**src/rtl/bldc_pkg.sv**
```systemverilog
// Shared types and helpers for the six-step BLDC commutator: sector codes, FSM states and the
// commutation tables.
package bldc_pkg;

    localparam logic [2:0] SEC_A       = 3'd0;
    localparam logic [2:0] SEC_B       = 3'd1;
    localparam logic [2:0] SEC_C       = 3'd2;
    localparam logic [2:0] SEC_D       = 3'd3;
    localparam logic [2:0] SEC_E       = 3'd4;
    localparam logic [2:0] SEC_F       = 3'd5;
    localparam logic [2:0] SEC_INVALID = 3'd7;

    typedef enum logic [1:0] {
        StOff   = 2'd0,
        StDead  = 2'd1,
        StDrive = 2'd2
    } fsm_state_e;

    // {ghC, ghB, ghA, glC, glB, glA}
    typedef logic [5:0] gate_pattern_t;

    localparam gate_pattern_t PAT_OFF      = 6'b000_000;
    localparam gate_pattern_t PAT_BRAKE_LS = 6'b000_111;

    function automatic logic [2:0] hall_decode(input logic [2:0] code);
        logic [2:0] sec;
        case (code)
            3'b101:  sec = SEC_A;
            3'b100:  sec = SEC_B;
            3'b110:  sec = SEC_C;
            3'b010:  sec = SEC_D;
            3'b011:  sec = SEC_E;
            3'b001:  sec = SEC_F;
            default: sec = SEC_INVALID;
        endcase
        return sec;
    endfunction

    // Reverse rotation energises the same phase pair with high and low sides swapped.
    function automatic gate_pattern_t commutation_pattern(input logic [2:0] sec, input logic dir);
        gate_pattern_t fwd;
        case (sec)
            SEC_A:   fwd = 6'b100_010;
            SEC_B:   fwd = 6'b001_010;
            SEC_C:   fwd = 6'b001_100;
            SEC_D:   fwd = 6'b010_100;
            SEC_E:   fwd = 6'b010_001;
            SEC_F:   fwd = 6'b100_001;
            default: fwd = PAT_OFF;
        endcase
        return dir ? fwd : {fwd[2:0], fwd[5:3]};
    endfunction

endpackage

```
**src/rtl/bldc_hall_filter.sv**
```systemverilog
// Hall input synchroniser and stability filter: a new code is accepted only after HALL_FILTER
// consecutive identical synchronised samples.
module hall_filter #(
    parameter int unsigned HALL_FILTER = 4
) (
    input  logic       clk,
    input  logic       reset_n,
    input  logic [2:0] hall,
    output logic [2:0] sample,
    output logic       accept
);

    logic [2:0] sync1_q, sync2_q;
    logic [2:0] cand_q, acc_q;
    logic [7:0] cnt_q;
    logic [7:0] seen;

    always_comb begin
        seen   = (sync2_q == cand_q) ? cnt_q + 8'd1 : 8'd1;
        accept = (sync2_q != acc_q) && (seen == 8'(HALL_FILTER));
    end

    assign sample = sync2_q;

    always_ff @(posedge clk or negedge reset_n) begin
        if (!reset_n) begin
            sync1_q <= 3'b000;
            sync2_q <= 3'b000;
            cand_q  <= 3'b000;
            acc_q   <= 3'b000;
            cnt_q   <= 8'd0;
        end else begin
            sync1_q <= hall;
            sync2_q <= sync1_q;
            if (sync2_q == acc_q) begin
                cand_q <= acc_q;
                cnt_q  <= 8'd0;
            end else if (accept) begin
                acc_q  <= sync2_q;
                cand_q <= sync2_q;
                cnt_q  <= 8'd0;
            end else begin
                cand_q <= sync2_q;
                cnt_q  <= seen;
            end
        end
    end

endmodule

```
**src/rtl/bldc_commutator.sv**
```systemverilog
// Six-step BLDC commutator: hall decode, target-pattern selection, dead-time FSM, invalid-hall
// fault tracking and a registered, shoot-through-guarded gate output stage.
module bldc_commutator
    import bldc_pkg::*;
#(
    parameter int unsigned DEAD_CYCLES   = 1024,
    parameter int unsigned HALL_FILTER   = 4,
    parameter int unsigned INVALID_LIMIT = 16
) (
    input  logic       clk,
    input  logic       reset_n,
    input  logic       enable,
    input  logic       dir,
    input  logic       brake,
    input  logic [2:0] hall,
    input  logic       pwm_in,
    input  logic       fault_n,
    input  logic       clear_fault,
    output logic [2:0] inh,
    output logic [2:0] inl,
    output logic [2:0] sector,
    output logic       dead_active,
    output logic       hall_fault
);

    localparam logic [15:0] DEAD_LOAD = 16'(DEAD_CYCLES - 1);
    localparam logic [15:0] INV_MAX   = 16'(INVALID_LIMIT);
    localparam logic [15:0] INV_LAST  = 16'(INVALID_LIMIT - 1);

    logic [2:0]    filt_sample;
    logic          filt_accept;
    logic [2:0]    sector_q;
    logic          fault_s1_q, fault_s2_q;
    logic [15:0]   inv_cnt_q;
    logic          hall_fault_q;
    fsm_state_e    state_q, state_d;
    logic [15:0]   dead_cnt_q, dead_cnt_d;
    gate_pattern_t tgt_q, tgt_d;
    gate_pattern_t gates_q, gates_d;
    gate_pattern_t target;
    gate_pattern_t drive;

    hall_filter #(
        .HALL_FILTER(HALL_FILTER)
    ) u_hall_filter (
        .clk    (clk),
        .reset_n(reset_n),
        .hall   (hall),
        .sample (filt_sample),
        .accept (filt_accept)
    );

    always_ff @(posedge clk or negedge reset_n) begin
        if (!reset_n) begin
            sector_q     <= SEC_INVALID;
            fault_s1_q   <= 1'b0;
            fault_s2_q   <= 1'b0;
            inv_cnt_q    <= 16'd0;
            hall_fault_q <= 1'b0;
        end else begin
            fault_s1_q <= fault_n;
            fault_s2_q <= fault_s1_q;
            if (filt_accept) begin
                sector_q <= hall_decode(filt_sample);
            end
            // A clear can only take effect on a valid sector, so a same-cycle set always wins.
            if (sector_q == SEC_INVALID) begin
                if (inv_cnt_q < INV_MAX) begin
                    inv_cnt_q <= inv_cnt_q + 16'd1;
                end
                if (inv_cnt_q >= INV_LAST) begin
                    hall_fault_q <= 1'b1;
                end
            end else begin
                inv_cnt_q <= 16'd0;
                if (clear_fault) begin
                    hall_fault_q <= 1'b0;
                end
            end
        end
    end

    always_comb begin
        target = PAT_OFF;
        if (!enable || hall_fault_q || !fault_s2_q || sector_q == SEC_INVALID) begin
            target = PAT_OFF;
        end else if (brake) begin
            target = PAT_BRAKE_LS;
        end else begin
            target = commutation_pattern(sector_q, dir);
        end
    end

    always_comb begin
        state_d    = state_q;
        dead_cnt_d = dead_cnt_q;
        tgt_d      = tgt_q;
        unique case (state_q)
            StOff: begin
                if (target != PAT_OFF) begin
                    state_d    = StDead;
                    dead_cnt_d = DEAD_LOAD;
                    tgt_d      = target;
                end
            end
            StDead: begin
                if (target == PAT_OFF) begin
                    state_d = StOff;
                end else if (target != tgt_q) begin
                    dead_cnt_d = DEAD_LOAD;
                    tgt_d      = target;
                end else if (dead_cnt_q == 16'd0) begin
                    state_d = StDrive;
                end else begin
                    dead_cnt_d = dead_cnt_q - 16'd1;
                end
            end
            StDrive: begin
                if (target == PAT_OFF) begin
                    state_d = StOff;
                end else if (target != tgt_q) begin
                    state_d    = StDead;
                    dead_cnt_d = DEAD_LOAD;
                    tgt_d      = target;
                end
            end
            default: state_d = StOff;
        endcase

        drive   = (state_d == StDrive) ? tgt_d : PAT_OFF;
        gates_d = drive;
        for (int i = 0; i < 3; i++) begin
            if (drive[i+3] && drive[i]) begin
                gates_d[i+3] = 1'b0;
                gates_d[i]   = 1'b0;
            end
        end
    end

    always_ff @(posedge clk or negedge reset_n) begin
        if (!reset_n) begin
            state_q    <= StOff;
            dead_cnt_q <= 16'd0;
            tgt_q      <= PAT_OFF;
            gates_q    <= PAT_OFF;
        end else begin
            state_q    <= state_d;
            dead_cnt_q <= dead_cnt_d;
            tgt_q      <= tgt_d;
            gates_q    <= gates_d;
        end
    end

    assign inh         = gates_q[5:3] & {3{pwm_in}};
    assign inl         = gates_q[2:0];
    assign sector      = sector_q;
    assign dead_active = (state_q == StDead);
    assign hall_fault  = hall_fault_q;

endmodule

```
**config.mk**
```make
export PLATFORM = sky130hd
export DESIGN_NAME = bldc_commutator
export DESIGN_NICKNAME = d
export VERILOG_FILES = /design/src/rtl/bldc_pkg.sv /design/src/rtl/bldc_hall_filter.sv /design/src/rtl/bldc_commutator.sv
export SDC_FILE = /design/constraint.sdc
export NUM_CORES = 1
export LEC_CHECK = 0
export ABC_AREA = 1
export CAP_MARGIN = 20
export CELL_PAD_IN_SITES_DETAIL_PLACEMENT = 1
export CELL_PAD_IN_SITES_GLOBAL_PLACEMENT = 2
export CORE_ASPECT_RATIO = 2
export CORE_MARGIN = 4
export CORE_UTILIZATION = 39
export CTS_BUF_LIST = sky130_fd_sc_hd__clkbuf_8
export CTS_CLUSTER_SIZE = 16
export DETAILED_ROUTE_END_ITERATION = 10
export DONT_BUFFER_PORTS = 1
export PLACE_DENSITY = 0.92
export SYNTH_ARGS = -nofsm -noshare
export SYNTH_HDL_FRONTEND = slang
export SYNTH_SLANG_ARGS = --single-unit
export TNS_END_PERCENT = 30
```
**constraint.sdc**
```tcl
create_clock -name clk -period 2.5 [get_ports clk]
set_input_delay 0.5 -clock clk [delete_from_list [all_inputs] [get_ports clk]]
set_output_delay 0.5 -clock clk [all_outputs]
set_load 0.05 [all_outputs]
```
==> impl_results.md, run 1 <==
* Post-synthesis average cell area at 7.728 sq um
* Crit path buf inv count at 2
* Status: completed
* Drt first pass iters at 4
* Clock Power Share at 0.346
* IO buf count at 0
* Critical Path RT at 2.74 ns
* RSZ-0062 raised after global routing: yes
* Crit-path leading delay family: simple AND/OR/NAND/NOR gates
* DIE HEIGHT at ~150 um
* Total CTS buffers at 9
* Antenna-violating nets left at 0
* Yosys reg bits at 72
* Synth Area in Simple Gates at 0.3257
* CP Launch Type: flip-flop
* Part of the power in registers at 0.393
* Post-layout util at 0.4499
* Post-synthesis cell count at 521
* Starting Density at 0.3993
* CP Cell Sequence: inv_2 -> nand3_1 -> nand2_1 -> nand2_1 -> nand2_1 -> nand2_1 -> nand2_1 -> nor2_4 -> nor2_2 -> or2_0 -> nand3_2 -> inv_2 -> nand2_1 -> o21ai_2
* Antenna cells at 0
* Area added between synthesis and finish at 12.68%
* Largest family of logic cells by synthesized area: simple AND/OR/NAND/NOR gates
* Largest net degree at the start of global routing at 73
* Power per cell area at 783.3 nW/um^2
* Worst Max-Slew Pin Slew at 0.4617 ns
* Yosys synthesis warning count at 0
* Synth top area share at 0.4288
* Final hold viol count at 0
* Syn Std Cell Area at between 4000 and 5000 sq um
* Core area at 10080 sq um
* DP HPWL at 7.576 mm
* CTS sink cnt at a little over 70
* Multiplexer area fraction after synthesis at 0
* Pleak at roughly 0.0021 uW
* Largest stage delay, worst path at 0.63 ns
* Vias per cell at between 5 and 6
* Synth Flop Type: dfrtp_1
* Die Area at about 12000 sq um
* Number of synthesized flops with an enable pin at 0
* Grt peak-use layer: met2
* Sw Pwr at 1216 uW
* Adder-cell share of the synthesized area at 0.02175
* Final net count at 552
* MaxCap Viol Count at 0
* Vias in the first global route at about 3700
* Root Buffer: clkbuf_8
* Crit path max fanout at 12
* Yosys cell types at 40
* H-tree levels at 3
* Gp weighted congestion at 0.8709
* Arrival time at the worst endpoint at 2.55 ns
* Pint at 2338 uW
* CTS tree: done
* Drt total wl at 10.02 mm
* Hold Path Class: input pin to async pin
* First-pass GRT wire length at 17.26 mm
* FF-to-FF path depth at 14
* DR vias at ~3400
* Synth Area in Compound Gates at 0.07458
* Clock latency at the later pin of the worst-skew pair at 0.36 ns
* GR Layer Usage met1 at 0.1863
* R2r startpoint: sector[1]
* Die width at 79.85 um
* DRC at 0
* Combinational share of power at 0.261
* M3 GR Usage at 0.04320
* Sequential fraction of the synthesis area at 0.4484
* Max Clock Freq at 0.4332 GHz
* Worst clock skew at just under 0.007 ns
* Max-Slew Margin vs Limit at 0.6924
* Maximum VDD drop at 0.6324 mV
* Synth Area in XOR/XNOR at 0.03698
* GRT overflow at 0
* R2r setup slk at 0.19 ns
* CP endpoint kind: flip-flop
* Final Critical Period at 2.308 ns
* Worst path slowest cell: dfstp_2
* Non-Filler Instances at 674
* 1st-iter DRT viols at 134
* Synth top area cells: dfrtp_1 43%, nand2_1 12%, inv_1 5.8%, nor2_1 5.7%, nand3_1 5.1%
* Reg2reg end: dead_cnt_q[12]
* Area leader, netlist: dfrtp_1
* Endpoints failing setup at 0
* Global Route Usage Sum at 0.1841
* Setup CP Type: flip-flop to flip-flop
* Initial antenna violation count at 0
* Layout cells sized above 1 at 0.1299
* Most used cell, CP: nand2_1
* Switching Fraction at 0.3422
* Synth async-reset ratio at 1.000
* Fin crit share at 0.9234
* Placed Cells at 651
* IO Count at 22
* Met2 GRT Util at 0.3497
* CTS clk-pin slew, worst paths at 0.08 ns
* Max Slew Vio Count at 0
* Mapped Nets at 539
* Row count at 52
* Max Root-Sink Buffers at 2
* Wire per inst at about 15 um
* Critical path depth at 14
how the worst max path moves through the flow:
| stage | from | to | slack [ns] |
|---|---|---|---|
| CTS | sector[2] | gates_q[5] | 0.07 |
| detailed placement | sector[1] | dead_cnt_q[8] | 0.08 |
| global route | sector[1] | gates_q[5] | -0.06 |
| global placement | sector[1] | dead_cnt_q[8] | 0.15 |
| floorplan | sector[2] | dead_cnt_q[6] | 0.23 |
| finish | sector[1] | dead_cnt_q[12] | 0.19 |
through the flow:
stage	worst slack [ns]	hold slack (ns)	area [sq um]	TNS (ns)	total power, uW
after floorplan	0.2265	0.2044	4026	0	2077
after global placement	0.1485	0.2064	4178	0	2273
after detailed placement	0.08013	0.2064	4178	0	2301
after CTS	0.06950	0.02603	4473	0	3576
after global routing	-0.05998	0.02914	4537	-0.3440	3787
final	0.1915	0.01196	4537	0	3554
state kept, by name, summed over array words and instances (netlist names), 2 cells and up:
register and cells:
dead_cnt_q 16, inv_cnt_q 16, u_hall_filter.cnt_q 8, gates_q 6, tgt_q 6, sector 3
u_hall_filter.acc_q 3, u_hall_filter.cand_q 3, u_hall_filter.sample 3, u_hall_filter.sync1_q 3, state_q 2
power groups by stage:
stage                     Combinational (uW)  Sequential (uW)  Clock [uW]
after floorplan                          685             1390           0
after global placement                   853             1420           0
after detailed placement                 882             1420           0
after CTS                                913             1400        1270
after global routing                    1050             1410        1330
final                                    927             1400        1230
layout make-up:
class,instances,area [sq um]
fillers,1261,5548
multi-input cells,362,1867
flip-flops and latches,72,1805
inverters,70,265.3
well taps,135,168.9
repair buffers,19,162.7
clock inverters,7,143.9
clock buffers,9,123.9
worst reg2reg max path, cell delays in order (launching register included):
cell and delay (ns):
dfstp_2 0.63, inv_2 0.09, nand3_1 0.11, nand2_1 0.06, nand2_1 0.05, nand2_1 0.06
nand2_1 0.10, nand2_1 0.10, nor2_4 0.25, nor2_2 0.08, or2_0 0.24, nand3_2 0.11
inv_2 0.13, nand2_1 0.12, o21ai_2 0.06
cells by family (layout without fill, tap and decap cells):
family                   count (synthesis)  in the layout
buffers and inverters                   87            105
XOR/XNOR                                17             17
AO/OA/AOI/OAI                           50             50
flip-flops                              72             72
AND/OR/NAND/NOR                        288            288
adder cells (fa/ha/maj)                  7              7
layer usage:
| metal | part of all wire | up-vias | routed length [um] |
|---|---|---|---|
| li1 | - | 1678 | - |
| met5 | 0 | - | 0 |
| met2 | 0.57 | 44 | 5755 |
| met4 | 0.030 | 0 | 303 |
| met1 | 0.37 | 1649 | 3687 |
| met3 | 0.027 | 28 | 272 |
what timing repair did:
item	in CTS	in global routing
hold buffers	1	0
endpoints found under the hold margin	72	0
setup endpoints to repair	0	17
resized for setup	0	4
buffers inserted	0	6
cell usage in the layout (no fill, tap or decap), drive strengths merged, types with 11 or more instances in the layout:
| master | netlist | layout |
|---|---|---|
| nor3 | 23 | 23 |
| o21ai | 27 | 27 |
| nand2 | 137 | 137 |
| nand4 | 11 | 11 |
| nor2 | 68 | 68 |
| dfrtp | 69 | 69 |
| nand3 | 44 | 44 |
| a21oi | 12 | 12 |
| inv | 69 | 69 |
| buf | 12 | 19 |
Yosys cell counts, types with 5 or more instances:
master,instances
nand4_1,11
nand3_1,41
a21oi_1,12
nand2_2,5
buf_4,7
nor3_1,22
ha_1,7
xor2_1,8
xnor2_1,9
inv_1,62
o211ai_1,5
nand2_1,132
inv_2,6
dfrtp_1,69
o21ai_0,19
nor2_1,61
o21ai_2,5
clkbuf_1,5
(Power assumes the default switching activity.)
==> run 2, diff against run 1 <==
--- a/config.mk
+++ b/config.mk
@@ -11,12 +11,12 @@
 export CELL_PAD_IN_SITES_GLOBAL_PLACEMENT = 2
 export CORE_ASPECT_RATIO = 2
 export CORE_MARGIN = 4
-export CORE_UTILIZATION = 39
+export CORE_UTILIZATION = 35
 export CTS_BUF_LIST = sky130_fd_sc_hd__clkbuf_8
 export CTS_CLUSTER_SIZE = 16
 export DETAILED_ROUTE_END_ITERATION = 10
 export DONT_BUFFER_PORTS = 1
-export PLACE_DENSITY = 0.92
+export PLACE_DENSITY = 0.85
 export SYNTH_ARGS = -nofsm -noshare
 export SYNTH_HDL_FRONTEND = slang
 export SYNTH_SLANG_ARGS = --single-unit
==> run 2 against run 1 <==
Net effect: register-to-register slack got worse by 0.04 ns; sequential cell count is the same; global-route usage decreased by 2.8 points; power decreased by 10%; critical path type unchanged; highest routed layer unchanged.
==> impl_results.md, run 2 (synthesis results as in run 1) <==
* Worst Max-Slew Pin Slew at 0.4548 ns (was 0.4617 ns)
* Final instance area at 4494 sq um (was 4537 sq um)
* GRT overflow at 0 (unchanged)
* First-pass GRT wire length at 16.89 mm (was 17.26 mm)
* Commonest non-fill, non-tap cells in the layout: 131 x nand2_1, 69 x dfrtp_1, 62 x inv_1, 61 x nor2_1, 40 x nand3_1 (was 132 x nand2_1, 69 x dfrtp_1, 62 x inv_1, 61 x nor2_1, 40 x nand3_1)
* Row count at 55 (was 52)
* IO buf count at 0 (unchanged)
* Clock latency at the later pin of the worst-skew pair at 0.35 ns (was 0.36 ns)
* CTS clk-pin slew, worst paths at 0.08 ns (about the same)
* Pleak at 0.002117 uW (was 0.002128 uW)
* Power per cell area at 707.8 nW/um^2 (was 783.3 nW/um^2)
* Pre-CTS setup slack at -0.005431 ns (was 0.08013 ns)
* Post-layout util at 0.3982 (was 0.4499)
* Drt total wl at 9.817 mm (was 10.02 mm)
* Post-route setup slack at 0.1492 ns (was 0.1915 ns)
* Crit path max fanout at 7 (was 12)
* Worst path slowest cell: dfstp_2 (unchanged)
* IO Count at 22 (unchanged)
* Setup CP Type: flip-flop to flip-flop (unchanged)
* Root Buffer: clkbuf_8 (unchanged)
* Final hold viol count at 0 (unchanged)
* MaxCap Viol Count at 0 (unchanged)
* DIE HEIGHT at 159.7 um (was 151.7 um)
* Largest regs: dead_cnt_q (16), inv_cnt_q (16), u_hall_filter.cnt_q (8) (unchanged)
* 1st-iter DRT viols at 97 (was 134)
* CP Cell Sequence: buf_4 -> nand3_4 -> inv_4 -> nor2_8 -> nand2_2 -> nand2_1 -> nor2_4 -> inv_1 -> o21ai_1 -> nand3_2 -> nor3_1 (was inv_2 -> nand3_1 -> nand2_1 -> nand2_1 -> nand2_1 -> nand2_1 -> nand2_1 -> nor2_4 -> nor2_2 -> or2_0 -> nand3_2 -> inv_2 -> nand2_1 -> o21ai_2)
* Hold Path Class: input pin to async pin (unchanged)
* CTS tree: done (unchanged)
* Largest stage delay, worst path at 0.61 ns (was 0.63 ns)
* Fin crit share at 0.9403 (was 0.9234)
* # fillers at 1429 (was 1261)
* Post-DP Area at 4194 sq um (was 4178 sq um)
* Largest net degree at the start of global routing at 73 (unchanged)
* Core area at 11290 sq um (was 10080 sq um)
* Critical Path RT at 2.76 ns (was 2.74 ns)
* Status: completed (unchanged)
* CP endpoint kind: flip-flop (unchanged)
* DP HPWL at 7.613 mm (was 7.576 mm)
* Gp weighted congestion at 0.8557 (was 0.8709)
* Max Root-Sink Buffers at 2 (unchanged)
* Non-Filler Instances at 684 (was 674)
* Endpoints failing setup at 0 (unchanged)
* DRC at 0 (unchanged)
* Antenna-violating nets left at 0 (unchanged)
* Total CTS buffers at 9 (unchanged)
* Layout cells sized above 1 at 0.1384 (was 0.1299)
* CP Launch Type: flip-flop (unchanged)
* Max-Slew Margin vs Limit at 0.6970 (was 0.6924)
* Die width at 83.84 um (was 79.85 um)
* Commonest non-fill, non-tap cell in the layout: nand2_1 (unchanged)
* Starting Density at 0.3568 (was 0.3993)
* Max Clock Freq at 0.4254 GHz (was 0.4332 GHz)
* Worst clock skew at 0.008939 ns (was 0.006898 ns)
* CTS sink cnt at 72 (unchanged)
* DR vias at 3395 (was 3399)
* Antenna cells at 0 (unchanged)
* Initial antenna violation count at 0 (unchanged)
* Final net count at 555 (was 552)
* Max Slew Vio Count at 0 (unchanged)
* Drt first pass iters at 4 (unchanged)
* Arrival time at the worst endpoint at 2.62 ns (was 2.55 ns)
* Wire per inst at 14.35 um (was 14.87 um)
* Placed Cells at 659 (was 651)
* Vias in the first global route at 3695 (was 3747)
* Maximum VDD drop at 0.6307 mV (was 0.6324 mV)
* Die Area at 13390 sq um (was 12110 sq um)
* Final Critical Period at 2.351 ns (was 2.308 ns)
* Area added between synthesis and finish at 11.62% (was 12.68%)
* Global Route Usage Sum at 0.1563 (was 0.1841)
* H-tree levels at 3 (unchanged)
* Vias per cell at 4.963 (was 5.043)
[run 2: timing repair]
action                     4_1_cts  5_1_grt
hold endpoints to repair        72        0
gates resized for setup          0        8
gates cloned                     0        0
pin swaps                        0        3
hold buffers                     1        0
buffers inserted                 2        6
setup endpoints to repair        1       21
[run 2: final timing paths]
check,cells past startpoint,slack (ns),end,from
setup / recovery,11,0.15,gates_q[3],sector[1]
hold / removal,1,0.02,u_hall_filter.cnt_q[3],reset_n
setup reg to reg,11,0.15,gates_q[3],sector[1]
hold reg to reg,0,0.37,fault_s2_q,fault_s1_q
max in group asynchronous,1,2.16,sector[2],reset_n
min in group clk,0,0.18,u_hall_filter.sync1_q[0],hall[0]
[run 2: layer usage]
metal | up-vias | track usage | share of wire
li1 | 1685 | - | -
met1 | 1646 | 0.1519 | 0.37
met2 | 41 | 0.3035 | 0.57
met3 | 23 | 0.03252 | 0.026
met4 | 0 | 0.07467 | 0.027
met5 | - | 0 | 0
[run 2: power breakdown]
part	internal (uW)	switching, uW
Combinational	296	616
Clock	411	446
Sequential	1280	137
Total	1980	1200
[run 2: through the flow]
step | total power [uW] | setup TNS [ns] | hold slack, ns
6_report | 3181 | 0 | 0.01732
5_1_grt | 3414 | -0.3651 | 0.03921
4_1_cts | 3202 | 0 | 0.03007
3_5_place_dp | 2298 | -0.005431 | 0.2068
3_3_place_gp | 2266 | 0 | 0.2062
2_1_floorplan | 2077 | 0 | 0.2044
[run 2: cell type report]
| cell class | instances | area, sq um | area share |
|---|---|---|---|
| repair buffers | 22 | 190.2 | 0.04232 |
| clock inverters | 5 | 31.28 | 0.006960 |
| multi-input cells | 362 | 1873 | 0.4168 |
| inverters | 70 | 265.3 | 0.05902 |
| clock buffers | 11 | 151.4 | 0.03369 |
| well taps | 142 | 177.7 | 0.03953 |
| flip-flops and latches | 72 | 1805 | 0.4017 |
[run 2: critical path: cells and delay by family, from the launching register on]
kind	cells	cell delay [ns]
simple gates	7	1.04
flops	1	0.61
buf+inv	3	0.39
compound gates	1	0.21
==> run 3, diff against run 2 <==
--- a/config.mk
+++ b/config.mk
@@ -11,12 +11,12 @@
 export CELL_PAD_IN_SITES_GLOBAL_PLACEMENT = 2
 export CORE_ASPECT_RATIO = 2
 export CORE_MARGIN = 4
-export CORE_UTILIZATION = 35
+export CORE_UTILIZATION = 39
 export CTS_BUF_LIST = sky130_fd_sc_hd__clkbuf_8
 export CTS_CLUSTER_SIZE = 16
 export DETAILED_ROUTE_END_ITERATION = 10
 export DONT_BUFFER_PORTS = 1
-export PLACE_DENSITY = 0.85
+export PLACE_DENSITY = 0.92
 export SYNTH_ARGS = -nofsm -noshare
 export SYNTH_HDL_FRONTEND = slang
 export SYNTH_SLANG_ARGS = --single-unit
==> results of run 3 <==
Same layout as run 1: the final DEF is identical, and so are final timing and power.
